<file path="src/rtl/irq_ctrl.sv">
// irq_ctrl: interrupt controller for the core's single interrupt input.
//
// Latches NSRC peripheral request lines as pending. Each source is either
// level or edge triggered. Pending sources are masked by ENABLE, and the
// result drives one registered interrupt line. Software services the
// interrupt through a claim/complete register pair on a Wishbone slave port.
//
// Ports
//   i_clk       clock
//   i_rst       synchronous reset, active-high
//   i_src       interrupt request lines, synchronous to i_clk
//   i_wb_cyc    wishbone cycle
//   i_wb_stb    wishbone strobe
//   i_wb_we     1 = write
//   i_wb_adr    byte address; only bits [4:2] are decoded
//   i_wb_dat    write data
//   i_wb_sel    byte enables
//   o_wb_dat    read data, valid while o_wb_ack = 1
//   o_wb_ack    single-cycle acknowledge
//   o_irq       interrupt request to the core, registered
//
// Register map (word index = adr[4:2]):
//   0 PENDING  RO, write-1-to-clear (edge sources only)
//   1 ENABLE   RW, per-byte
//   2 CLAIM    read = claim, write = complete
//   3 TRIGGER  RW, per-byte, 1 = edge, 0 = level
//   4 STATUS   RO {busy[8], active_id[4:0]}
//   5-7        read 0, writes ignored
module irq_ctrl #(
  parameter int NSRC      = 8,
  parameter bit SRC_RESET = 1'b0
) (
  input  logic            i_clk,
  input  logic            i_rst,
  input  logic [NSRC-1:0] i_src,
  input  logic            i_wb_cyc,
  input  logic            i_wb_stb,
  input  logic            i_wb_we,
  input  logic [31:0]     i_wb_adr,
  input  logic [31:0]     i_wb_dat,
  input  logic [3:0]      i_wb_sel,
  output logic [31:0]     o_wb_dat,
  output logic            o_wb_ack,
  output logic            o_irq
);

  localparam logic [2:0] A_PENDING = 3'd0;
  localparam logic [2:0] A_ENABLE  = 3'd1;
  localparam logic [2:0] A_CLAIM   = 3'd2;
  localparam logic [2:0] A_TRIGGER = 3'd3;
  localparam logic [2:0] A_STATUS  = 3'd4;

  logic [NSRC-1:0] r_pending;
  logic [NSRC-1:0] r_enable;
  logic [NSRC-1:0] r_trigger;
  logic [NSRC-1:0] r_src_q;
  logic            r_busy;
  logic [4:0]      r_active_id;
  logic            r_ack;
  logic [31:0]     r_dat;
  logic            r_irq;

  logic            w_access;
  logic [2:0]      w_reg;
  logic            w_claim_rd;
  logic            w_claim;
  logic            w_complete;
  logic            w_w1c;
  logic            w_enable_wr;
  logic            w_trigger_wr;
  logic [NSRC-1:0] w_eligible;
  logic            w_claim_hit;
  logic [4:0]      w_claim_idx;
  logic [4:0]      w_claim_id;
  logic [31:0]     w_byte_mask;
  logic [NSRC-1:0] w_wmask;
  logic [NSRC-1:0] w_pending_next;
  logic [NSRC-1:0] w_enable_next;
  logic [NSRC-1:0] w_trigger_next;
  logic [31:0]     w_rdata;

  // The ack register blocks the cycle after an access, so a held strobe
  // is accepted every other cycle.
  assign w_access     = i_wb_cyc & i_wb_stb & ~r_ack;
  assign w_reg        = i_wb_adr[4:2];
  assign w_claim_rd   = w_access & ~i_wb_we & (w_reg == A_CLAIM);
  assign w_w1c        = w_access &  i_wb_we & (w_reg == A_PENDING);
  assign w_enable_wr  = w_access &  i_wb_we & (w_reg == A_ENABLE);
  assign w_trigger_wr = w_access &  i_wb_we & (w_reg == A_TRIGGER);
  assign w_eligible   = r_pending & r_enable;

  // Lowest-index eligible source wins the claim.
  always_comb begin
    w_claim_hit = 1'b0;
    w_claim_idx = '0;
    for (int i = NSRC - 1; i >= 0; i--) begin
      if (w_eligible[i]) begin
        w_claim_hit = 1'b1;
        w_claim_idx = 5'(i);
      end
    end
  end

  assign w_claim_id = w_claim_idx + 5'd1;
  assign w_claim    = w_claim_rd & ~r_busy & w_claim_hit;
  assign w_complete = w_access & i_wb_we & (w_reg == A_CLAIM) & r_busy &
                      (i_wb_dat[4:0] == r_active_id);

  assign w_byte_mask = {{8{i_wb_sel[3]}}, {8{i_wb_sel[2]}},
                        {8{i_wb_sel[1]}}, {8{i_wb_sel[0]}}};
  assign w_wmask     = w_byte_mask[NSRC-1:0];

  assign w_enable_next  = w_enable_wr ?
                          ((r_enable & ~w_wmask) | (i_wb_dat[NSRC-1:0] & w_wmask)) :
                          r_enable;
  assign w_trigger_next = w_trigger_wr ?
                          ((r_trigger & ~w_wmask) | (i_wb_dat[NSRC-1:0] & w_wmask)) :
                          r_trigger;

  // Per-source pending update. For edge sources a new edge always wins over
  // a clear (W1C or claim) arriving on the same clock, so no event is lost.
  generate
    for (genvar gi = 0; gi < NSRC; gi++) begin : g_src
      logic w_edge;
      logic w_clr;
      assign w_edge = i_src[gi] & ~r_src_q[gi];
      assign w_clr  = (w_w1c & i_wb_dat[gi]) |
                      (w_claim & (w_claim_idx == 5'(gi)));
      assign w_pending_next[gi] = r_trigger[gi] ?
                                  (w_edge | (r_pending[gi] & ~w_clr)) :
                                  i_src[gi];
    end
  endgenerate

  // Read mux; the claim value is computed from state before the claim.
  always_comb begin
    w_rdata = '0;
    case (w_reg)
      A_PENDING: w_rdata = 32'(r_pending);
      A_ENABLE:  w_rdata = 32'(r_enable);
      A_CLAIM:   w_rdata = (~r_busy & w_claim_hit) ? {27'd0, w_claim_id} : 32'd0;
      A_TRIGGER: w_rdata = 32'(r_trigger);
      A_STATUS:  w_rdata = {23'd0, r_busy, 3'd0, r_active_id};
      default:   w_rdata = '0;
    endcase
  end

  always_ff @(posedge i_clk) begin
    if (i_rst) begin
      r_pending   <= '0;
      r_enable    <= '0;
      r_trigger   <= {NSRC{SRC_RESET}};
      r_src_q     <= '0;
      r_busy      <= 1'b0;
      r_active_id <= '0;
      r_ack       <= 1'b0;
      r_dat       <= '0;
      r_irq       <= 1'b0;
    end else begin
      r_src_q   <= i_src;
      r_pending <= w_pending_next;
      r_enable  <= w_enable_next;
      r_trigger <= w_trigger_next;
      r_ack     <= w_access;
      r_dat     <= (w_access & ~i_wb_we) ? w_rdata : 32'd0;
      r_irq     <= ~r_busy & (|w_eligible);
      if (w_claim) begin
        r_busy      <= 1'b1;
        r_active_id <= w_claim_id;
      end else if (w_complete) begin
        r_busy      <= 1'b0;
        r_active_id <= '0;
      end
    end
  end

  assign o_wb_dat = r_dat;
  assign o_wb_ack = r_ack;
  assign o_irq    = r_irq;

  // Address bits outside [4:2] and high data/mask bits are intentionally ignored.
  logic w_unused_ok;
  assign w_unused_ok = &{1'b0, i_wb_adr[31:5], i_wb_adr[1:0], i_wb_dat, w_byte_mask};

endmodule

</file>
<file path="config.mk">
export PLATFORM = sky130hd
export DESIGN_NAME = irq_ctrl
export DESIGN_NICKNAME = d
export VERILOG_FILES = /design/src/rtl/irq_ctrl.sv
export SDC_FILE = /design/constraint.sdc
export NUM_CORES = 1
export LEC_CHECK = 0
export BUFFER_PORTS_ARGS = -buffer_cell sky130_fd_sc_hd__clkbuf_2
export CORE_MARGIN = 4
export CORE_UTILIZATION = 42
export DETAILED_ROUTE_END_ITERATION = 7
export MAX_ROUTING_LAYER = met4
export PLACE_DENSITY = 0.76
export SLEW_MARGIN = 20
export SYNTH_ARGS = -nofsm -noshare
export SYNTH_HDL_FRONTEND = slang
export SYNTH_SLANG_ARGS = --single-unit
</file>
<file path="constraint.sdc">
create_clock -name i_clk -period 2.2 [get_ports i_clk]
set_input_delay 0.44 -clock i_clk [delete_from_list [all_inputs] [get_ports i_clk]]
set_output_delay 0.44 -clock i_clk [all_outputs]
set_load 0.005 [all_outputs]
</file>
# Word-level counts from Yosys, hierarchy flattened
# Index checks and enable logic that the tools add are counted.
dict set report classes {
  n_addsub 1
  n_eq_ne 12
  muxes 30
  bitwise 90
  n_reduce_logical 5
}
# operator count
set ops {}
lappend ops {{$mux 5} 10}
lappend ops {{$and 1x1->1} 47}
lappend ops {{$pmux 9 s5} 1}
lappend ops {{$and 8x8->8} 4}
lappend ops {{$eq 5x3->1 const B} 4}
lappend ops {{$not 1->1} 20}
lappend ops {{$mux 1} 18}
lappend ops {{$or 1x1->1} 16}
lappend ops {{$or 8x8->8} 2}
lappend ops {{$eq 5x2->1 const B} 2}
lappend ops {{$not 8->8} 1}
lappend ops {{$reduce_or 8->1} 1}
lappend ops {{$eq 3x2->1 const B} 2}
lappend ops {{$add 5x1->5 const B} 1}
lappend ops {{$eq 5x1->1 const B} 1}
lappend ops {{$eq 5x5->1} 1}
lappend ops {{$logic_not 5->1} 1}
lappend ops {{$eq 3x1->1 const B} 1}
lappend ops {{$eq 3x3->1 const B} 1}
lappend ops {{$logic_not 3->1} 1}
lappend ops {{$mux 3} 1}
lappend ops {{$reduce_bool 2->1} 1}
lappend ops {{$reduce_or 2->1} 1}
dict set report totals {
  reg_bits 72
  inputBits 81
  out_inout_bits 34
  elab_cells 147
}

# Logic depth before layout (Yosys ltp)
# Gate-level depths: netlist of the first run.
dict set report logic_depth {
  ltp_word 16
  depth_mapped 9
  ltp_nobuf 9
}

# Worst setup path before layout of the first run
# Ideal clock, no wire load.
dict set report synth_path {
  path_type {reg2reg}
  start {register r_pending[6]}
  end {register r_dat[2], in the netlist o_wb_dat[2]}
  setup_time_ps 70
  arrival_time_ps 1968
  required_ps 2130
  slack_ps 162
  path_stages_with_launch 9
  n_path_buf 0
  period_less_slack_ps 2038
  cell_sequence {dfxtp_1 -> and2_1 -> o211ai_1 -> a41oi_1 -> inv_1 -> ha_1 -> ha_1 -> or3_1 -> a21oi_1}
}
dict set report synth_between {
  elab_chain_len 11
  elab_cells_between_ends 19
  classes_between {1 x add/sub; 16 x mux; 2 x bitwise}
}
# item line_no
set synth_rtl {}
lappend synth_rtl {{from (decl)} 53} ;# logic [NSRC-1:0] r_pending;
lappend synth_rtl {{from (signal assigned)} 161} ;# r_pending <= w_pending_next;
lappend synth_rtl {{$and 8x8->8 (*)} 90} ;# assign w_eligible = r_pending & r_enable;
lappend synth_rtl {{$mux 5 or $mux 1 (tied branches) (7 in a row)} 97} ;# if (w_eligible[i]) begin
lappend synth_rtl {{$add 5x1->5 or $and 1x1->1 (tied branches)} {104, 141}}
lappend synth_rtl {{$mux 5 (*)} 141} ;# A_CLAIM: w_rdata = (~r_busy & w_claim_hit) ? {27'd0, w_claim_id} : 32'd0;
lappend synth_rtl {{$pmux 9 s5 (*)} 138} ;# case (w_reg)
lappend synth_rtl {{to (signal assigned)} 165} ;# r_dat <= (w_access & ~i_wb_we) ? w_rdata : 32'd0;
lappend synth_rtl {{to (decl)} 60} ;# logic [31:0] r_dat;
# Every way passes the cells marked *; elsewhere a longest branch is shown, timed or not.
# A chain may end at the register's enable or synchronous reset.

# Worst setup path after layout of the first run
dict set report layout_path {
  start {register r_pending[1]}
  end {register r_dat[2], in the netlist o_wb_dat[2]}
}
dict set report layout_between {
  elab_chain_len 6
  elab_cells_between_ends 9
  classes_between {1 x add/sub; 6 x mux; 2 x bitwise}
}
# item line_no
set layout_rtl {}
lappend layout_rtl {{$and 8x8->8 (*)} 90}
lappend layout_rtl {{$mux 5 or $mux 1 (tied branches) (2 in a row)} 97}
lappend layout_rtl {{$add 5x1->5 or $and 1x1->1 (tied branches)} {104, 141}}
lappend layout_rtl {{$mux 5 (*)} 141}
lappend layout_rtl {{$pmux 9 s5 (*)} 138}
# Marks and branches as above.

==> results.md, run 1 <==
- Via count: 2095
- Largest net degree at the start of global routing: 20
- P&R area growth vs syn: 13.36%
- Multi-input gate area: 1366 sq um
- CTS tree: built
- Sum Neg Setup Slack: 0 ns
- WP data required: 2.43 ns
- Core Box Area: 5608 sq um
- Total routed wirelength: 5953 um
- Peak fanout along the critical path: 4
- Max Clk Rate: 502.2 MHz
- Gate power share: 8.6%
- Routed WL per cell: 14.63 um
- Initial Util: 44.27%
- CP most frequent cell: and2_1
- Async SR Flop Fraction: 0%
- Worst-path clk slew: 0.09 ns
- Total congestion overflow: 0
- Final Max Slew Viols: 0
- Pwr dens: 553.5 nW/um^2
- Longest Clk Path Bufs: 2
- Register area share after synthesis: 38.71%
- DRT Pass-1 Iters: 5
- Total net switching power: 0.3929 mW
- Hold buffer count at cts: 0
- Worst Hold Class: in -> reg
- Setup slack, reg-to-reg: 0.21 ns
- Post-Place Cells: 398
- Register bit total from synthesis: 48
- Reg area: 965.9 sq um
- CP top delay family: simple AND/OR/NAND/NOR gates
- CP bufs+invs: 1
- WHS Path Cells: 2
- Synth Cell Area: 2482 sq um
- Fin nets: 421
- Placed inst area: 2701 sq um
- Critical R2R Launch: r_pending[1]
- Global-route wire length before repair: 9846 um
- Root buffer cell: clkbuf_8
- Fin crit share: 90.51%
- Tmin final: 1.991 ns
- I/O Pins: 115
- Setup Skew: 0.005482 ns
- VDD IR max: 224.3 uV
- Ys flop type: dfxtp_1
- Design Area, Final: 2814 sq um
- Static Leak: 1.122 nW
- Crit path launch type: register
- Critical path class: reg -> reg
- Clock share of power: 33.7%
- Slew headroom: 57.42%
- Finish-stage setup viols: 0
- Antenna Cells: 0
- Sw frac: 25.22%
- Hold path endpoint: r_src_q[5]
- Die width: 84.88 um
- Final cell count without fillers: 407
- Endpoint type of the worst setup path: register
- Pwr Total: 1.558 mW
- Reg-to-reg endpoint: o_wb_dat[2]
- Reg2Reg Depth: 7
- Initial DRC count: 171
- Tightest Pin Transition: 0.6298 ns
- Vias in the first global route: 2057
- GRT Total Usage: 17.56%
- Worst EP arrival: 2.23 ns
- TritonCTS Buffers: 5
- Hold Slack: 0.3844 ns
- Worst Hold Launch: i_src[5]
- Initial antenna violation count: 0
- Rows: 27
- Total die area: 7205 sq um
- Status: completed
- Share of cells above drive strength 1: 20.30%
- Final Hold Fails: 0
- Routability cong.: 0.8920
- Syn Area/Cell: 8.590 sq um
- CP cell instances: a22oi_1 -> and2_1 -> and2_1 -> inv_1 -> ha_1 -> or3_1 -> a21oi_1
- Sequential Power Share: 57.7%
- Warnings from Yosys: 0
- Synth Instances: 289
- Synth cell types: 45
- Internal Power: 1.165 mW
- Residual DRC: 0
- Port Buf Inserts: 35
- RSZ-0062 raised after global routing: no
- Die Y: 84.88 um
- Number of synthesized flops with an enable pin: 0
- Worst Setup SP: r_pending[1]
- Clk Latency, worst-skew pair: 0.30 ns
- Fill cells: 565
- H-tree Lvls: 2
- Detail Route Antenna Nets: 0
- # clock sinks: 48
- Avg Vias per Cell: 5.147
- # Max-Cap Violations: 0
- Dpl hpwl: 4615 um
- Slowest stage delay, CP: 0.37 ns
- Worst path slowest cell: or3_1
[cells in the mapped netlist (3+ instances only)]
library cell / number / area (sq um)
a211o_1: 3 / 26.28
a211oi_1: 3 / 22.52
a21oi_1: 11 / 55.05
a22o_1: 5 / 43.79
a22oi_1: 3 / 22.52
a31oi_1: 5 / 31.28
and2_1: 4 / 25.02
buf_4: 24 / 180.2
clkbuf_1: 6 / 22.52
dfxtp_1: 48 / 960.9
ha_1: 6 / 75.07
inv_1: 3 / 11.26
mux2i_1: 23 / 230.2
nand2_1: 39 / 146.4
nand3_1: 8 / 40.04
nand4_1: 3 / 18.77
nor2_1: 38 / 142.6
nor2b_1: 10 / 62.56
nor3_1: 3 / 15.01
o21ai_0: 6 / 30.03
xor2_1: 3 / 26.28
[timing repair]
action | CTS | global route
resized for setup | 0 | 5
setup endpoints to repair | 0 | 1
buffers inserted | 0 | 1
[how the worst max path moves through the flow]
| stage | end | slack, ns | cells after the start |
|---|---|---|---|
| after floorplan | o_wb_dat[2] | 0.16 | 8 |
| after global placement | o_wb_dat[2] | 0.13 | 8 |
| after detailed placement | o_wb_dat[2] | 0.14 | 8 |
| after CTS | o_wb_dat[2] | 0.11 | 8 |
| after global routing | o_wb_dat[2] | 0.05 | 7 |
| final | o_wb_dat[2] | 0.21 | 7 |
[cells by family (layout without fill, tap and decap cells)]
kind of cell	after synthesis	after routing	share of synthesized area, %
buf+inv	37	61	9.878
mux	24	24	9.728
simple gates	124	124	24.70
xor+xnor	4	4	1.412
fa+ha+maj	6	6	3.024
flops	48	48	38.71
compound gates	45	45	12.40
other cells	1	23	0.1511
[power by group through the flow]
stage	registers (mW)	logic, mW	clock network, mW
3_3_place_gp	0.918	0.129	0
4_1_cts	0.899	0.132	0.547
3_5_place_dp	0.919	0.132	0
5_1_grt	0.902	0.148	0.579
2_1_floorplan	0.915	0.105	0
6_report	0.899	0.134	0.524
[per-layer routing]
layer | routed length [um] | GRT usage [%] | share of wire, % | up-vias
met5 | 0 | - | 0 | -
met4 | 93 | 6.043 | 1.6 | 0
met3 | 470 | 2.621 | 7.9 | 10
met2 | 2697 | 27.12 | 45 | 77
met1 | 2691 | 23.51 | 45 | 963
li1 | - | - | - | 1045
[per-stage QoR]
stage / utilization, % / worst slack (ns)
floorplan: - / 0.1620
global placement: 48.17 / 0.1291
detailed placement: 48.17 / 0.1401
CTS: 49.82 / 0.1067
global route: 50.18 / 0.04978
finish: 50.18 / 0.2088
[layout make-up]
cell class              instances  area share, %
clock buffers                   5          2.446
clock inverters                 3         0.8448
inverters                       3         0.4002
multi-input cells             226          48.55
flip-flops and latches         48          34.33
well taps                      72          3.201
repair buffers                 50          10.23
[cell usage in the layout (no fill, tap or decap), types with 4 or more instances in the layout]
cell type and instances:
and2_1 4, a21oi_1 11, nor2_1 38, conb_1 23, ha_1 6, a31oi_1 5, dfxtp_1 44, clkbuf_2 35
mux2i_1 23, nand2_1 39, nor2b_1 10, a22o_1 5, nand3_1 8, dfxtp_2 4, clkbuf_8 5, o21ai_0 6
buf_4 15
(Power assumes the default switching activity.)
==> run 2: changes to the inputs <==
- ABC_AREA: not set -> 1
- PLACE_DENSITY: 0.76 -> 0.77
==> results.md, run 2 <==
- Status: completed
- Fin nets: 465
- Total congestion overflow: 0
- Worst path slowest cell: dfxtp_1
- M1 GR Usage: 21.76%
- GRT met3 Usage: 4.266%
- Finish-stage setup viols: 0
- Number of synthesized flops with an enable pin: 0
- Ys flop type: dfxtp_1
- Fin crit share: 87.37%
- Slowest stage delay, CP: 0.34 ns
- Hold buffer count at cts: 0
- Critical path class: reg -> reg
- Total routed wirelength: 5709 um
- # clock sinks: 48
- CP most frequent cell: nand2_1
- Synth cell types: 28
- CTS tree: built
- Most frequent cells in the layout: nand2_1 (75), dfxtp_1 (48), inv_1 (40)
- Worst-path clk slew: 0.09 ns
- Initial antenna violation count: 0
- Pwr Total: 1.529 mW
- Pwr dens: 575.9 nW/um^2
- Setup Skew: 0.01258 ns
- Avg Vias per Cell: 4.738
- Peak fanout along the critical path: 3
- Routed WL per cell: 12.66 um
- H-tree Lvls: 2
- I/O Pins: 115
- Max Clk Rate: 520.3 MHz
- Synth Cell Area: 2387 sq um
- P&R area growth vs syn: 11.22%
- Commonest non-fill, non-tap cell in the layout: nand2_1
- Detail Route Antenna Nets: 0
- VDD IR max: 314.9 uV
- Longest Clk Path Bufs: 2
- Synth Instances: 338
- Residual DRC: 0
- Root buffer cell: clkbuf_8
- Register bit total from synthesis: 48
- Vias in the first global route: 2024
- Tmin final: 1.922 ns
- Total die area: 6954 sq um
- Tightest Pin Transition: 0.6342 ns
- Rows: 27
- Die Y: 83.39 um
- Synth top area share: 40.25%
- Postcts setup bufs: 0
- Syn Area/Cell: 7.063 sq um
- RSZ-0062 raised after global routing: no
- DRT Pass-1 Iters: 4
- Most common cell in the synthesized netlist: nand2_1
- Warnings from Yosys: 0
- Yosys top cell by area: dfxtp_1
- Dpl hpwl: 4411 um
- Core Box Area: 5507 sq um
- Final Hold Fails: 0
- Synth top area cells: dfxtp_1 (40%), nand2_1 (12%), buf_4 (7.5%)
- Antenna Cells: 0
- Clk Latency, worst-skew pair: 0.31 ns
- Worst Hold Class: in -> reg
- # Max-Cap Violations: 0
- Crit path launch type: register
- Global-route wire length before repair: 9390 um
- GRT Total Usage: 17.20%
- Routability cong.: 0.8768
- Worst EP arrival: 2.12 ns
- Via count: 2137
- WP data required: 2.40 ns
- Fin util: 48.22%
- Most instantiated cells after synthesis: nand2_1 (75), dfxtp_1 (48), inv_1 (40), nor2_1 (31), a21oi_1 (29)
- Port Buf Inserts: 35
- Final Max Slew Viols: 0
- Sum Neg Setup Slack: 0 ns
- Share of cells above drive strength 1: 16.36%
- Post_cts resized: 0
- Async SR Flop Fraction: 0%
- Initial DRC count: 189
- Static Leak: 1.267 nW
- Endpoint type of the worst setup path: register
- TritonCTS Buffers: 5
- Largest net degree at the start of global routing: 22
- Met2 Resource Use GR: 28.13%
- CP cell instances: nand2_1 -> inv_1 -> nand2_1 -> nand2_1 -> nand2_1 -> nand2_1 -> nand2_1 -> nand2_1 -> nand2_1 -> inv_1 -> ha_1 -> ha_1 -> inv_1 -> nand2_1 -> a31oi_1
- Busiest grt layer: met2
- Die width: 83.39 um
- Register area share after synthesis: 40.25%
- Initial Util: 43.35%
- Slew headroom: 57.27%
run 2: cell count changes after synthesis, moves of 12 or more:
cell,previous run,this run
a21oi_1,11,29
inv_1,3,40
mux2i_1,23,0
nand2_1,39,75
nand3_1,8,24
o21ai_0,6,18
run 2: report_power, final:
| group | leakage, nW | internal [mW] | total [mW] | switching [mW] |
|---|---|---|---|---|
| Sequential | 0.391 | 0.887 | 0.898 | 0.0104 |
| Combinational | 0.827 | 0.0361 | 0.110 | 0.0737 |
| Clock | 0.0479 | 0.222 | 0.522 | 0.300 |
| Total | 1.27 | 1.15 | 1.53 | 0.384 |
run 2: cells by family after synthesis:
group / Yosys count / share of synthesized area [%]
flip-flops: 48 / 40.25
buffers and inverters: 74 / 15.83
AO/OA/AOI/OAI: 63 / 14.20
adder cells (fa/ha/maj): 6 / 3.145
AND/OR/NAND/NOR: 145 / 26.05
other: 1 / 0.1571
XOR/XNOR: 1 / 0.3669
run 2: layout make-up:
cell class	instances	area, sq um
fillers	576	2851
multi-input cells	238	1131
flip-flops and latches	48	960.9
repair buffers	41	220.2
inverters	44	165.2
well taps	72	90.09
clock buffers	5	68.82
clock inverters	3	18.77
run 2: worst paths after layout:
path / from / to / slack, ns / cells past startpoint
hold / removal: i_src[7] / r_src_q[7] / 0.33 / 3
setup reg to reg: r_pending[7] / o_wb_dat[2] / 0.28 / 15
setup / recovery: r_pending[7] / o_wb_dat[2] / 0.28 / 15
hold reg to reg: r_src_q[5] / r_pending[5] / 0.48 / 3
run 2: worst max-delay path: cells and delay by family (launching register included):
kind	cells	cell delay, ns
AND/OR/NAND/NOR	9	0.58
buffers and inverters	3	0.21
adder cells (fa/ha/maj)	2	0.47
AO/OA/AOI/OAI	1	0.22
flip-flops	1	0.34
run 2: per-layer routing:
metal | vias up | wire length [um]
met4 | 0 | 55
met5 | - | 0
li1 | 1114 | -
met1 | 955 | 2655
met2 | 62 | 2657
met3 | 6 | 340
run 2: per-stage QoR:
stage	hold WS, ns	instance area (sq um)	instances	setup WS (ns)
after detailed placement	0.4604	2567	443	0.3865
after global placement	0.4540	2567	443	0.3788
final	0.3280	2655	451	0.2779
after CTS	0.3288	2655	451	0.3431
after floorplan	0.4430	2470	360	0.5643
after global routing	0.3279	2655	451	0.08327
